--- config.mk ---
export PLATFORM = sky130hd
export DESIGN_NAME = pc_sequencer_flat
export DESIGN_NICKNAME = d
export VERILOG_FILES = /design/src/rtl/pc_sequencer_if.sv /design/src/rtl/pc_sequencer.sv /design/src/flat_wrapper.sv
export SDC_FILE = /design/constraint.sdc
export NUM_CORES = 1
export LEC_CHECK = 0
export CELL_PAD_IN_SITES_DETAIL_PLACEMENT = 1
export CELL_PAD_IN_SITES_GLOBAL_PLACEMENT = 2
export CORE_MARGIN = 5
export CORE_UTILIZATION = 31
export CTS_CLUSTER_DIAMETER = 80
export DETAILED_ROUTE_END_ITERATION = 6
export PLACE_DENSITY_LB_ADDON = 0.1
export RECOVER_POWER = 100
export SYNTH_ARGS = -nofsm -noshare
export SYNTH_HDL_FRONTEND = slang
export SYNTH_SLANG_ARGS = --single-unit
--- constraint.sdc ---
create_clock -name CLK -period 5.2 [get_ports CLK]
set_input_delay 1.04 -clock CLK [delete_from_list [all_inputs] [get_ports CLK]]
set_output_delay 1.04 -clock CLK [all_outputs]
set_load 0.005 [all_outputs]
--- src/rtl/pc_sequencer_if.sv ---
// Bus between the control/branch logic and the PC sequencer. The master side
// drives run/stall/branch/halt requests; the slave (pc_sequencer) returns the
// fetch address, run state and the cycle/instruction counters.
interface pc_sequencer_if #(
    parameter int PC_W  = 16,
    parameter int OFF_W = 8,
    parameter int CNT_W = 16
);
    logic             run_en;
    logic             stall;
    logic             branch;
    logic             branch_rel;
    logic [PC_W-1:0]  target;
    logic [OFF_W-1:0] offset;
    logic             halt_req;
    logic [PC_W-1:0]  PC;
    logic             fetch_valid;
    logic             haltProgram;
    logic             fault;
    logic [CNT_W-1:0] cycle_ct;
    logic [CNT_W-1:0] instr_ct;

    modport master (
        output run_en, stall, branch, branch_rel, target, offset, halt_req,
        input  PC, fetch_valid, haltProgram, fault, cycle_ct, instr_ct
    );

    modport slave (
        input  run_en, stall, branch, branch_rel, target, offset, halt_req,
        output PC, fetch_valid, haltProgram, fault, cycle_ct, instr_ct
    );
endinterface

--- src/rtl/pc_sequencer.sv ---
// Program-counter sequencer for the 9-bit-ISA core: owns the PC, the
// run/halt state, stall handling, absolute/relative branch resolution and
// saturating cycle/instruction counters.
// Optional feature: define SEQ_BOUNDS_CHECK_EN to halt with a sticky fault
// when a retiring instruction would move the PC beyond MAX_PC.
//
// state    | meaning
// ---------+-------------------------------------------------------------
// S_IDLE   | after reset; PC and counters held, waiting for run_en
// S_RUN    | fetching; PC advances on every non-stalled cycle
// S_HALTED | halt decoded (or bounds fault); frozen until start
module pc_sequencer #(
    parameter int          PC_W     = 16,
    parameter int          OFF_W    = 8,
    parameter int          CNT_W    = 16,
    parameter int unsigned RESET_PC = 0,
    parameter int unsigned MAX_PC   = (1 << PC_W) - 1
) (
    input logic           CLK,
    input logic           start,
    pc_sequencer_if.slave bus
);

    typedef enum logic [1:0] {
        S_IDLE   = 2'd0,
        S_RUN    = 2'd1,
        S_HALTED = 2'd2
    } state_t;

    state_t           state_q, state_nxt;
    logic [PC_W-1:0]  pc_q, pc_nxt, pc_cand;
    logic [CNT_W-1:0] cyc_q, cyc_nxt;
    logic [CNT_W-1:0] ins_q, ins_nxt;
    logic             retire;

    // MAX_PC must be representable in the PC register.
    if (64'(MAX_PC) > ((64'd1 << PC_W) - 64'd1)) begin : g_bad_max_pc
        $error("pc_sequencer: MAX_PC does not fit in PC_W bits");
    end

    assign retire = (state_q == S_RUN) && !bus.stall;

    // Candidate next PC for a retiring instruction: branch target, relative
    // displacement (sign-extended, modulo 2**PC_W) or sequential increment.
    always_comb begin
        pc_cand = pc_q + PC_W'(1);
        if (bus.branch) begin
            if (bus.branch_rel) begin
                pc_cand = pc_q + PC_W'($signed(bus.offset));
            end else begin
                pc_cand = bus.target;
            end
        end
    end

`ifdef SEQ_BOUNDS_CHECK_EN
    logic fault_q, fault_nxt;
    logic out_of_bounds;

    assign out_of_bounds = 32'(pc_cand) > MAX_PC;
`endif

    // Next-state, PC and counter update logic.
    always_comb begin
        state_nxt = state_q;
        pc_nxt    = pc_q;
        cyc_nxt   = cyc_q;
        ins_nxt   = ins_q;
`ifdef SEQ_BOUNDS_CHECK_EN
        fault_nxt = fault_q;
`endif
        case (state_q)
            S_IDLE: begin
                if (bus.run_en) begin
                    state_nxt = S_RUN;
                end
            end
            S_RUN: begin
                // Counters saturate rather than wrap.
                if (cyc_q != '1) begin
                    cyc_nxt = cyc_q + CNT_W'(1);
                end
                if (retire) begin
                    if (ins_q != '1) begin
                        ins_nxt = ins_q + CNT_W'(1);
                    end
                    // Halt wins over a branch decoded in the same cycle.
                    if (bus.halt_req) begin
                        state_nxt = S_HALTED;
`ifdef SEQ_BOUNDS_CHECK_EN
                    end else if (out_of_bounds) begin
                        fault_nxt = 1'b1;
                        state_nxt = S_HALTED;
`endif
                    end else begin
                        pc_nxt = pc_cand;
                    end
                end
            end
            S_HALTED: begin
                state_nxt = S_HALTED;
            end
            default: begin
                state_nxt = S_IDLE;
            end
        endcase
    end

    // State, PC and counter registers; start aborts everything immediately.
    always_ff @(posedge CLK or posedge start) begin
        if (start) begin
            state_q <= S_IDLE;
            pc_q    <= PC_W'(RESET_PC);
            cyc_q   <= '0;
            ins_q   <= '0;
        end else begin
            state_q <= state_nxt;
            pc_q    <= pc_nxt;
            cyc_q   <= cyc_nxt;
            ins_q   <= ins_nxt;
        end
    end

`ifdef SEQ_BOUNDS_CHECK_EN
    // Sticky bounds fault, cleared only by start.
    always_ff @(posedge CLK or posedge start) begin
        if (start) begin
            fault_q <= 1'b0;
        end else begin
            fault_q <= fault_nxt;
        end
    end

    assign bus.fault = fault_q;
`else
    assign bus.fault = 1'b0;
`endif

    assign bus.PC          = pc_q;
    assign bus.cycle_ct    = cyc_q;
    assign bus.instr_ct    = ins_q;
    assign bus.fetch_valid = (state_q == S_RUN);
    assign bus.haltProgram = (state_q == S_HALTED);

endmodule

--- src/flat_wrapper.sv ---
// flat-port wrapper written by rule: the top's interface ports become plain ports
module pc_sequencer_flat 
#(
    parameter int          PC_W     = 16,
    parameter int          OFF_W    = 8,
    parameter int          CNT_W    = 16,
    parameter int unsigned RESET_PC = 0,
    parameter int unsigned MAX_PC   = (1 << PC_W) - 1
)
  (CLK, start, bus_run_en, bus_stall, bus_branch, bus_branch_rel, bus_target, bus_offset, bus_halt_req, bus_PC, bus_fetch_valid, bus_haltProgram, bus_fault, bus_cycle_ct, bus_instr_ct);
  pc_sequencer_if #(.PC_W(PC_W), .OFF_W(OFF_W), .CNT_W(CNT_W)) bus_i ();
  input logic CLK;
  input logic start;
  input wire logic [$bits(bus_i.run_en)-1:0] bus_run_en;
  input wire logic [$bits(bus_i.stall)-1:0] bus_stall;
  input wire logic [$bits(bus_i.branch)-1:0] bus_branch;
  input wire logic [$bits(bus_i.branch_rel)-1:0] bus_branch_rel;
  input wire logic [$bits(bus_i.target)-1:0] bus_target;
  input wire logic [$bits(bus_i.offset)-1:0] bus_offset;
  input wire logic [$bits(bus_i.halt_req)-1:0] bus_halt_req;
  output wire logic [$bits(bus_i.PC)-1:0] bus_PC;
  output wire logic [$bits(bus_i.fetch_valid)-1:0] bus_fetch_valid;
  output wire logic [$bits(bus_i.haltProgram)-1:0] bus_haltProgram;
  output wire logic [$bits(bus_i.fault)-1:0] bus_fault;
  output wire logic [$bits(bus_i.cycle_ct)-1:0] bus_cycle_ct;
  output wire logic [$bits(bus_i.instr_ct)-1:0] bus_instr_ct;
  assign bus_i.run_en = bus_run_en;
  assign bus_i.stall = bus_stall;
  assign bus_i.branch = bus_branch;
  assign bus_i.branch_rel = bus_branch_rel;
  assign bus_i.target = bus_target;
  assign bus_i.offset = bus_offset;
  assign bus_i.halt_req = bus_halt_req;
  assign bus_PC = bus_i.PC;
  assign bus_fetch_valid = bus_i.fetch_valid;
  assign bus_haltProgram = bus_i.haltProgram;
  assign bus_fault = bus_i.fault;
  assign bus_cycle_ct = bus_i.cycle_ct;
  assign bus_instr_ct = bus_i.instr_ct;
  pc_sequencer #(.PC_W(PC_W), .OFF_W(OFF_W), .CNT_W(CNT_W), .RESET_PC(RESET_PC), .MAX_PC(MAX_PC)) u_core (.CLK(CLK), .start(start), .bus(bus_i));
endmodule
==> results.yml <==
worst_setup_path:
  critPathArrivalTime_ps: 3600
  path_class: "input pin to flop"
  cp_slowest_cell: "dlygate4sd3_1"
  cpPeakStageDelay_ps: 800
  required_ps: 5360
  worstPathCellList: "dlygate4sd3_1 > ha_1 > a21oi_1 > o21ai_0 > o2111a_1 > a2111oi_0 > xor2_1 > o21ai_0"
  cp_max_fo: 9
  worstSetupStartpointType: "input pin"
  crit_path_frequent_cell: "o21ai_0"
  end_kind: "flop"
place:
  place_area_mm2: 0.004471
  io_buffers: 80
  dp_slack_ps: 1576
  dpl.hpwl_um: 7914
  gp_congestion: 0.8237
synth:
  async_reset_ff_share_pct: 100.0
  ys_warn_count: 0
  synth-edff-count: 0
  synth_commonest_cells: "dfrtp_1, nand2_1, nor2_1, a21oi_1"
  synth_area_leaders: "dfrtp_1, ha_1, xor2_1, xnor2_1, a21oi_1"
  synth.yosys.seq_area_share_pct: 35.47
  syn_avg_cell_area_um2: 9.161
  synth_cell_types: 66
  syn_nets: 438
  synth.most_common_cell: "dfrtp_1"
  yosys_most_used_dff: "dfrtp_1"
  synth.cell_area_mm2: 0.003527
  synth_top_area_share_pct: 35.47
  ys_seq_elements: 50
  syn_inst: 385
  synth_top_area_cell: "dfrtp_1"
grt:
  grt_max_degree: 51
  overflow: 0
  antenna_found_initial: 0
  grt_usage_pct: 15.72
  grt_pass1_vias: 3336
  grt_pass1_wl_um: 17140
clock_tree:
  cts.sinks: 50
  numCtsBuffers: 5
  clk_path_buf_depth: 2
  root_buffer: "clkbuf_16"
  hold_buffers: 0
  cts-resized-gates: 0
  htreeDepth: 2
  post-cts-setup-buffer-count: 0
  cts_tree: "built"
  insertion_delay_ps: 290
  clkTransAtPathRegs_ps: 60
die:
  initial_core_util_pct: 31.29
  fp-row-count: 39
  core_mm2: 0.01127
  die_h_um: 116.7
  boundaryPins: 82
  dieArea_mm2: 0.01361
  die_w_um: 116.7
timing:
  fin_ws_ps: 1758
  slew_headroom_pct: 51.05
  hold_viol: 0
  post-route-period-util_pct: 66.18
  drv_slew: 0
  layout_min_cycle_time_ps: 3442
  worst_pin_slew_ps: 731.6
  finClkSkew_ps: 5.150
  fin_setup_tns_ps: 0
  final-setup-viol-count: 0
  rsz0062_at_grt: "false"
  timing.fmax_ghz: 0.2906
drt:
  drtIter0Drc: 106
  vias: 3218
  wl_per_cell_um: 16.87
  avgViaCountPerCell: 5.310
  drc: 0
  wirelength_um: 10230
  dr.pass1.iters: 4
  drtAntennaViolNets: 0
layout:
  design_area_mm2: 0.004592
  n_fill_cell: 1318
  nets: 515
  drive_above_1_share_pct: 5.184
  syn2layout_area_growth_pct: 30.19
  diodes: 0
  post-route-util_pct: 40.74
hold_path:
  worstHoldPathType: "flop to flop"
power:
  irDropWorstVdd_v: 0.0002054
  p_per_area_mw_per_mm2: 426.1
  p_leak_nw: 2.019
flow_run:
  maxCapViolations: 0
status:
  status: "completed"
## flip-flops by register name (all words and copies together), names as in the netlist
name                 cells
u_core.state_q           2
u_core.bus.instr_ct     16
u_core.bus.PC           16
u_core.bus.cycle_ct     16
## cell type report
cell class	count	area (um2)	share of cell area, %
clock buffer	7	132.6	2.888
clock inverter	1	30.03	0.6540
inverter	18	67.56	1.471
multi-input combinational	304	2112	45.99
sequential	50	1251	27.25
tap	143	178.9	3.896
timing repair buffer	83	819.5	17.85
## stage by stage
stage | hold WS (ps) | std cells | power (mW)
3_3_place_gp | 479.6 | 598 | 1.636
2_1_floorplan | 481.2 | 385 | 1.224
6_report | 492.2 | 606 | 1.957
5_1_grt | 509.2 | 606 | 2.124
4_1_cts | 506.0 | 606 | 2.034
3_5_place_dp | 489.1 | 598 | 1.647
## worst paths after layout
check,to,start,cells past startpoint,slack [ps]
min in group asynchronous,u_core.bus.cycle_ct[14]$_DFFE_PP0P_,start,3,1390
min,u_core.bus.instr_ct[11]$_DFFE_PP0P_,u_core.bus.instr_ct[11]$_DFFE_PP0P_,1,490
max in group asynchronous,u_core.bus.PC[9]$_DFFE_PP0P_,start,3,3370
max,u_core.bus.PC[14]$_DFFE_PP0P_,bus_offset[7],8,1760
min reg2reg,u_core.bus.instr_ct[11]$_DFFE_PP0P_,u_core.bus.instr_ct[11]$_DFFE_PP0P_,1,490
max reg2reg,u_core.bus.PC[9]$_DFFE_PP0P_,u_core.state_q[1]$_DFFE_PP0P_,7,2430
## critical path, delay by kind of cell
kind                     cells  cell delay, ps
buffers and inverters        1             800
XOR/XNOR                     1             190
AO/OA/AOI/OAI                5            1170
adder cells (fa/ha/maj)      1             400
## layout by cell type (no fill, tap or decap), types with 3 or more instances in the layout
cell,synthesis,layout
dlygate4sd3_1,0,56
dfrtp_1,50,50
nand2_1,32,32
nor2_1,29,30
a21oi_1,27,27
clkdlybuf4s50_1,0,24
xor2_1,21,21
ha_1,21,21
o21ai_0,20,20
xnor2_1,20,20
nand3_1,18,18
inv_1,18,17
nand4_1,10,10
nor3_1,8,9
a211oi_1,6,6
mux2i_1,6,6
nor4_1,3,5
a31oi_1,5,5
a21o_1,5,5
clkbuf_16,0,5
o22ai_1,4,4
mux2_2,4,4
nand2b_1,3,3
and3_1,3,3
o211ai_1,3,3
clkbuf_1,6,3
## metal layers
layer  routed length, um  vias up  GRT usage, %
met5                   0        -             0
met4                  78        0         2.982
met3                 423       10         2.902
met2                4793       70         26.05
met1                4929     1563         21.64
li1                    -     1575             -
## logic make-up after synthesis
family                     count (synthesis)  synth area share, %
and+or+nand+nor                          127                19.48
adders and majority gates                 22                8.017
other                                      1               0.1063
buffers and inverters                     31                3.583
AOI/OAI and AO/OA                        102                19.76
muxes                                     11                3.405
xor gates and xnor gates                  41                10.18
DFF                                       50                35.47
## where the power goes
part	switching, mW	total, mW	internal [mW]	leakage, nW
combinational	0.478	0.928	0.450	1.30
sequential	0.174	0.656	0.483	0.641
clock	0.145	0.373	0.228	0.0781
total	0.796	1.96	1.16	2.02
No activity file was read; power rests on OpenSTA's default activity.
